===== config.mk =====
export PLATFORM = sky130hd
export DESIGN_NAME = cpcis_slot_clk_ctrl
export DESIGN_NICKNAME = d
export VERILOG_FILES = /design/src/rtl/cpcis_slot_clk_ctrl.sv
export SDC_FILE = /design/constraint.sdc
export NUM_CORES = 1
export LEC_CHECK = 0
export BUFFER_PORTS_ARGS = -buffer_cell sky130_fd_sc_hd__buf_2
export CAP_MARGIN = 20
export CORE_MARGIN = 3
export CORE_UTILIZATION = 58
export CTS_BUF_LIST = sky130_fd_sc_hd__clkbuf_4 sky130_fd_sc_hd__clkbuf_8 sky130_fd_sc_hd__clkbuf_16
export CTS_CLUSTER_SIZE = 16
export DETAILED_ROUTE_END_ITERATION = 6
export HOLD_SLACK_MARGIN = 0.05
export PLACE_DENSITY = 0.83
export SLEW_MARGIN = 20
export SYNTH_ARGS = -nofsm -noshare
export SYNTH_HDL_FRONTEND = slang
export SYNTH_SLANG_ARGS = --single-unit

===== constraint.sdc =====
create_clock -name clk125 -period 5.55 [get_ports clk125]
set_input_delay 0.555 -clock clk125 [delete_from_list [all_inputs] [get_ports clk125]]
set_output_delay 0.555 -clock clk125 [all_outputs]
set_load 0.02 [all_outputs]

===== src/rtl/cpcis_slot_clk_ctrl.sv =====
// CompactPCI Serial peripheral-slot controller: presence latching under PERST#,
// post-reset delay, glitch-free gated sync clock and PCH clock requests.
`timescale 1ns/1ps
module cpcis_slot_clk_ctrl #(
  parameter int unsigned NUM_SLOTS        = 7,
  parameter int unsigned SYNC_HALF_PERIOD = 3906,
  parameter int unsigned RST_DELAY        = 25
) (
  input  logic                 clk125,
  input  logic                 sys_rst,
  input  logic                 pcie_perst_n,
  input  logic [NUM_SLOTS-1:0] slot_prsnt_n_in,
  input  logic [NUM_SLOTS-1:0] slot_mask,
  output logic [NUM_SLOTS-1:0] slot_clken_out,
  output logic [NUM_SLOTS-1:0] slot_clken_oe,
  output logic [NUM_SLOTS-1:0] pch_clk_req_oe,
  output logic [NUM_SLOTS-1:0] prsnt_status,
  output logic                 prsnt_change_irq,
  input  logic                 irq_clear,
  input  logic [4:0]           ltssm,
  output logic                 link_led_n,
  output logic                 run
);

  localparam int unsigned SW = $clog2(SYNC_HALF_PERIOD);
  localparam int unsigned DW = (RST_DELAY > 1) ? $clog2(RST_DELAY) : 1;

  localparam logic [1:0] ST_HOLD  = 2'd0;
  localparam logic [1:0] ST_DELAY = 2'd1;
  localparam logic [1:0] ST_RUN   = 2'd2;

  localparam logic [4:0] LTSSM_L0  = 5'b01111;
  localparam logic [4:0] LTSSM_L0S = 5'b10101;

  logic                 perst_m, perst_s;
  logic [1:0]           state, state_nx;
  logic [NUM_SLOTS-1:0] presence_latch, latch_nx;
  logic [NUM_SLOTS-1:0] mask_eff, mask_nx;
  logic                 sync_clk, sync_clk_nx;
  logic [SW-1:0]        sync_cnt, sync_cnt_nx;
  logic [DW-1:0]        delay_cnt, delay_cnt_nx;
  logic                 irq_nx;
  logic                 run_nx;

  // Next-state and next-output computation
  always_comb begin
    state_nx     = state;
    latch_nx     = presence_latch;
    mask_nx      = mask_eff;
    sync_clk_nx  = sync_clk;
    sync_cnt_nx  = sync_cnt;
    delay_cnt_nx = delay_cnt;
    irq_nx       = prsnt_change_irq & ~irq_clear;

    case (state)
      ST_HOLD: begin
        latch_nx = ~slot_prsnt_n_in;
        if (latch_nx != presence_latch) irq_nx = 1'b1;
        if (perst_s) begin
          state_nx     = ST_DELAY;
          delay_cnt_nx = '0;
        end
      end
      ST_DELAY: begin
        delay_cnt_nx = delay_cnt + DW'(1);
        if (delay_cnt == DW'(RST_DELAY - 1)) begin
          state_nx    = ST_RUN;
          sync_cnt_nx = '0;
          sync_clk_nx = 1'b0;
          mask_nx     = slot_mask;
        end
      end
      ST_RUN: begin
        if (sync_cnt == SW'(SYNC_HALF_PERIOD - 1)) begin
          sync_cnt_nx = '0;
          sync_clk_nx = ~sync_clk;
          // Mask only changes while the clock is heading low: no runt pulses
          if (sync_clk) mask_nx = slot_mask;
        end else begin
          sync_cnt_nx = sync_cnt + SW'(1);
        end
      end
      default: state_nx = ST_HOLD;
    endcase

    if (!perst_s) state_nx = ST_HOLD;

    run_nx = (state_nx == ST_RUN);
  end

  always_ff @(posedge clk125) begin
    if (sys_rst) begin
      perst_m          <= 1'b0;
      perst_s          <= 1'b0;
      state            <= ST_HOLD;
      presence_latch   <= '0;
      mask_eff         <= '1;
      sync_clk         <= 1'b0;
      sync_cnt         <= '0;
      delay_cnt        <= '0;
      prsnt_change_irq <= 1'b0;
      run              <= 1'b0;
      slot_clken_oe    <= '0;
      slot_clken_out   <= '0;
      pch_clk_req_oe   <= '0;
      prsnt_status     <= '0;
      link_led_n       <= 1'b1;
    end else begin
      perst_m          <= pcie_perst_n;
      perst_s          <= perst_m;
      state            <= state_nx;
      presence_latch   <= latch_nx;
      mask_eff         <= mask_nx;
      sync_clk         <= sync_clk_nx;
      sync_cnt         <= sync_cnt_nx;
      delay_cnt        <= delay_cnt_nx;
      prsnt_change_irq <= irq_nx;
      run              <= run_nx;
      slot_clken_oe    <= run_nx ? latch_nx : '0;
      slot_clken_out   <= run_nx ? (latch_nx & ~mask_nx & {NUM_SLOTS{sync_clk_nx}}) : '0;
      pch_clk_req_oe   <= latch_nx;
      prsnt_status     <= latch_nx;
      link_led_n       <= ~((ltssm == LTSSM_L0) || (ltssm == LTSSM_L0S));
    end
  end

endmodule

==> out/qor.csv <==
metric,value,unit
Worst Hold Class,flip-flop to flip-flop,
buffers and inverters on the worst path,0,
"area leader, netlist",dfxtp_1,
crit-path cells,ha_1 > nor4bb_1 > nand4_2 > o221a_2 > a221o_1 > or2_1,
P_leak,1.26,nW
cell internal pwr,0.549,mW
Syn Nets,313,
clock sink count,53,
DR vias,2028,
Num CTS Buffers,5,
run status,"complete, no violations",
DR vias/cell,5.42,
Post-CTS Setup Bufs,0,
Worst Hold Path Cells,1,
Sw Ratio,22.5,%
Synth top area share,42.9,%
DIE AREA,5080,um2
r2r startpoint,sync_cnt[0],
drt total wl,4.91,mm
Finished Layout Cells,374,
Power Density,253,nW/um2
"Req. time, crit path",5.75,ns
Crit. path cell count,6,
Area contributors post-synth,"dfxtp_1, nor2_1, xor2_1",
largest family of logic cells by synthesized area,simple AND/OR/NAND/NOR gates,
clk root buf,clkbuf_8,
"Warnings, synthesis",0,
Max-Cap Viols,0,
delay of the slowest critical-path stage,0.41,ns
grt ovf,0,
H-tree lvl count,2,
CP Capture Point,mask_eff[5],
I/O pins,54,
NetSw,0.160,mW
Die W,71.3,um
ant diodes,0,
dpl cells,366,
maximum fanout along the worst path,6,
share of layout cells above drive strength 1,23.8,%
Crit path max-delay family,simple AND/OR/NAND/NOR gates,
proportion of synthesized area in mux cells,2.08,%
CTS tree,built,
CP Class,flip-flop to flip-flop,
Synth cell types,49,
Slew @ Worst Pin,0.654,ns
clock power share,36.8,%
#FFs+latches synth,53,
R2R setup slack,3.34,ns
Area growth syn-to-layout,13.6,%
nets,354,
Global Route Usage Sum,21.0,%
die extent in y,71.3,um
Adder-Cell Fraction of Synth Area,4.05,%
RSZ-0062 raised after global routing,false,
Port Buffers,53,
sequential share of power,55.3,%
setup_tns,0,ns
initial antenna violation count,0,
clk buf depth,2,
Avg Synthesized Cell Area,8.76,um2
largest net degree at the start of global routing,27,
CP endpoint kind,flip-flop,
DRT iter0 DRCs,149,
first-pass GRT wire length,8.68,mm
Post-synth ARST share,0,%
CP startpoint,sync_cnt[0],
Synth Cell Area,2470,um2
worst r2r dst,mask_eff[5],
Main synth FF type,dfxtp_1,
Core ar.,4060,um2
final hold vios,0,
wire length per cell,13.1,um
worst rel slew slack,56.4,%
post-synthesis simple-gate area fraction,27.3,%
Worst Reg2Reg Path Length in Cells,6,
CP max stage cell,dfxtp_1,
Place WS,3.35,ns
Final ANT Viol Nets,0,
Comb pwr share,7.9,%
xor and xnor area share after synthesis,6.73,%
setup ws final,3.34,ns
max-slew violations,0,
sequential area share after synthesis,42.9,%
Syn Inst Count,282,
clk_lat worst skew,0.30,ns
fmax,0.453,GHz
Post-synth EDFFs,0,
# hold bufs at CTS,0,
Rows,23,
Final Critical Period,2.21,ns
fin crit share,39.8,%
Post-CTS Resized,0,
initial core utilization,60.9,%
arrival time worst endpoint,2.41,ns
final setup fails,0,
vias in the first global route,1960,
clk_skew,0.00759,ns
post-detail-place hpwl,3.57,mm
RePlAce Congestion,0.791,
number of remaining DRC errors,0,
first-pass iteration count of the detailed router,4,
worst vdd ir,0.160,mV
CP Launch Type,flip-flop,
"commonest cells after routing, fill and taps aside","dfxtp_1, buf_2, nor2_1",
"Clk pin slew, worst setup/hold paths",0.09,ns
Synth Area in Compound Gates,11.2,%
-- metal layers --
layer / up-vias / track usage [%] / share of wire (%)
li1: 1051 / - / -
met1: 911 / 26.4 / 44
met2: 61 / 36.0 / 48
met3: 5 / 4.49 / 6.5
met4: 0 / 6.89 / 1.4
met5: - / 0 / 0
-- flip-flops by register name (all words and copies together) (netlist names) --
name,count
delay_cnt,5
link_led_n,1
mask_eff,7
perst_m,1
perst_s,1
presence_latch,7
prsnt_change_irq,1
run,1
slot_clken_oe,7
slot_clken_out,7
state,2
sync_clk,1
sync_cnt,12
-- cells in the mapped netlist (2+ instances only) --
master,instances
nor2b_1,4
nand3_1,14
nand2b_1,3
dfxtp_1,53
a21oi_1,4
a22o_1,2
o21ai_0,11
clkbuf_1,9
mux2i_1,4
nor3_1,9
or2_2,5
a31oi_1,5
xnor2_1,4
or2_1,3
nand4_1,6
and3_1,5
nor2_1,35
a221o_1,6
ha_1,8
nand2_1,32
buf_4,8
a211oi_1,2
inv_1,9
xor2_1,15
nand4b_1,2
-- cell families after synthesis --
family                   Yosys count
AO/OA/AOI/OAI                     39
XOR/XNOR                          19
adder cells (fa/ha/maj)            8
buffers and inverters             28
flip-flops                        53
multiplexers                       5
AND/OR/NAND/NOR                  130
-- through the flow --
stage	power (mW)	util [%]	hold slack (ns)	area, um2
detailed placement	0.457	66.3	0.428	2690
global placement	0.455	66.3	0.417	2690
finish	0.709	69.2	0.448	2810
global route	0.736	69.2	0.457	2810
CTS	0.714	69.2	0.448	2810
floorplan	0.438	-	0.414	2470
-- layout make-up --
type | count | area (um2)
Clock inverter | 2 | 38.8
Sequential cell | 53 | 1060
Multi-Input combinational cell | 201 | 1270
Inverter | 9 | 33.8
Clock buffer | 6 | 76.3
Timing Repair Buffer | 53 | 265
Fill cell | 349 | 1250
Tap cell | 50 | 62.6
-- power groups by stage --
stage | combinational [mW] | sequential (mW) | clock, mW
floorplan | 0.0337 | 0.405 | 0
detailed placement | 0.0561 | 0.401 | 0
finish | 0.0559 | 0.392 | 0.261
global route | 0.0629 | 0.393 | 0.280
global placement | 0.0548 | 0.400 | 0
CTS | 0.0564 | 0.392 | 0.266
-- worst min path at each step --
stage               startpoint          to  slack [ns]
floorplan              perst_m     perst_s        0.41
CTS                   ltssm[0]  link_led_n        0.45
detailed placement     perst_m     perst_s        0.43
global route          ltssm[2]  link_led_n        0.46
finish                 perst_m     perst_s        0.45
global placement       perst_m     perst_s        0.42
-- worst register-to-register path, stage by stage (launching register included) --
cell and delay, ns:
dfxtp_1 0.41, ha_1 0.18, nor4bb_1 0.41, nand4_2 0.30, o221a_2 0.34, a221o_1 0.27, or2_1 0.20
Power figures use the tool's default switching activity.
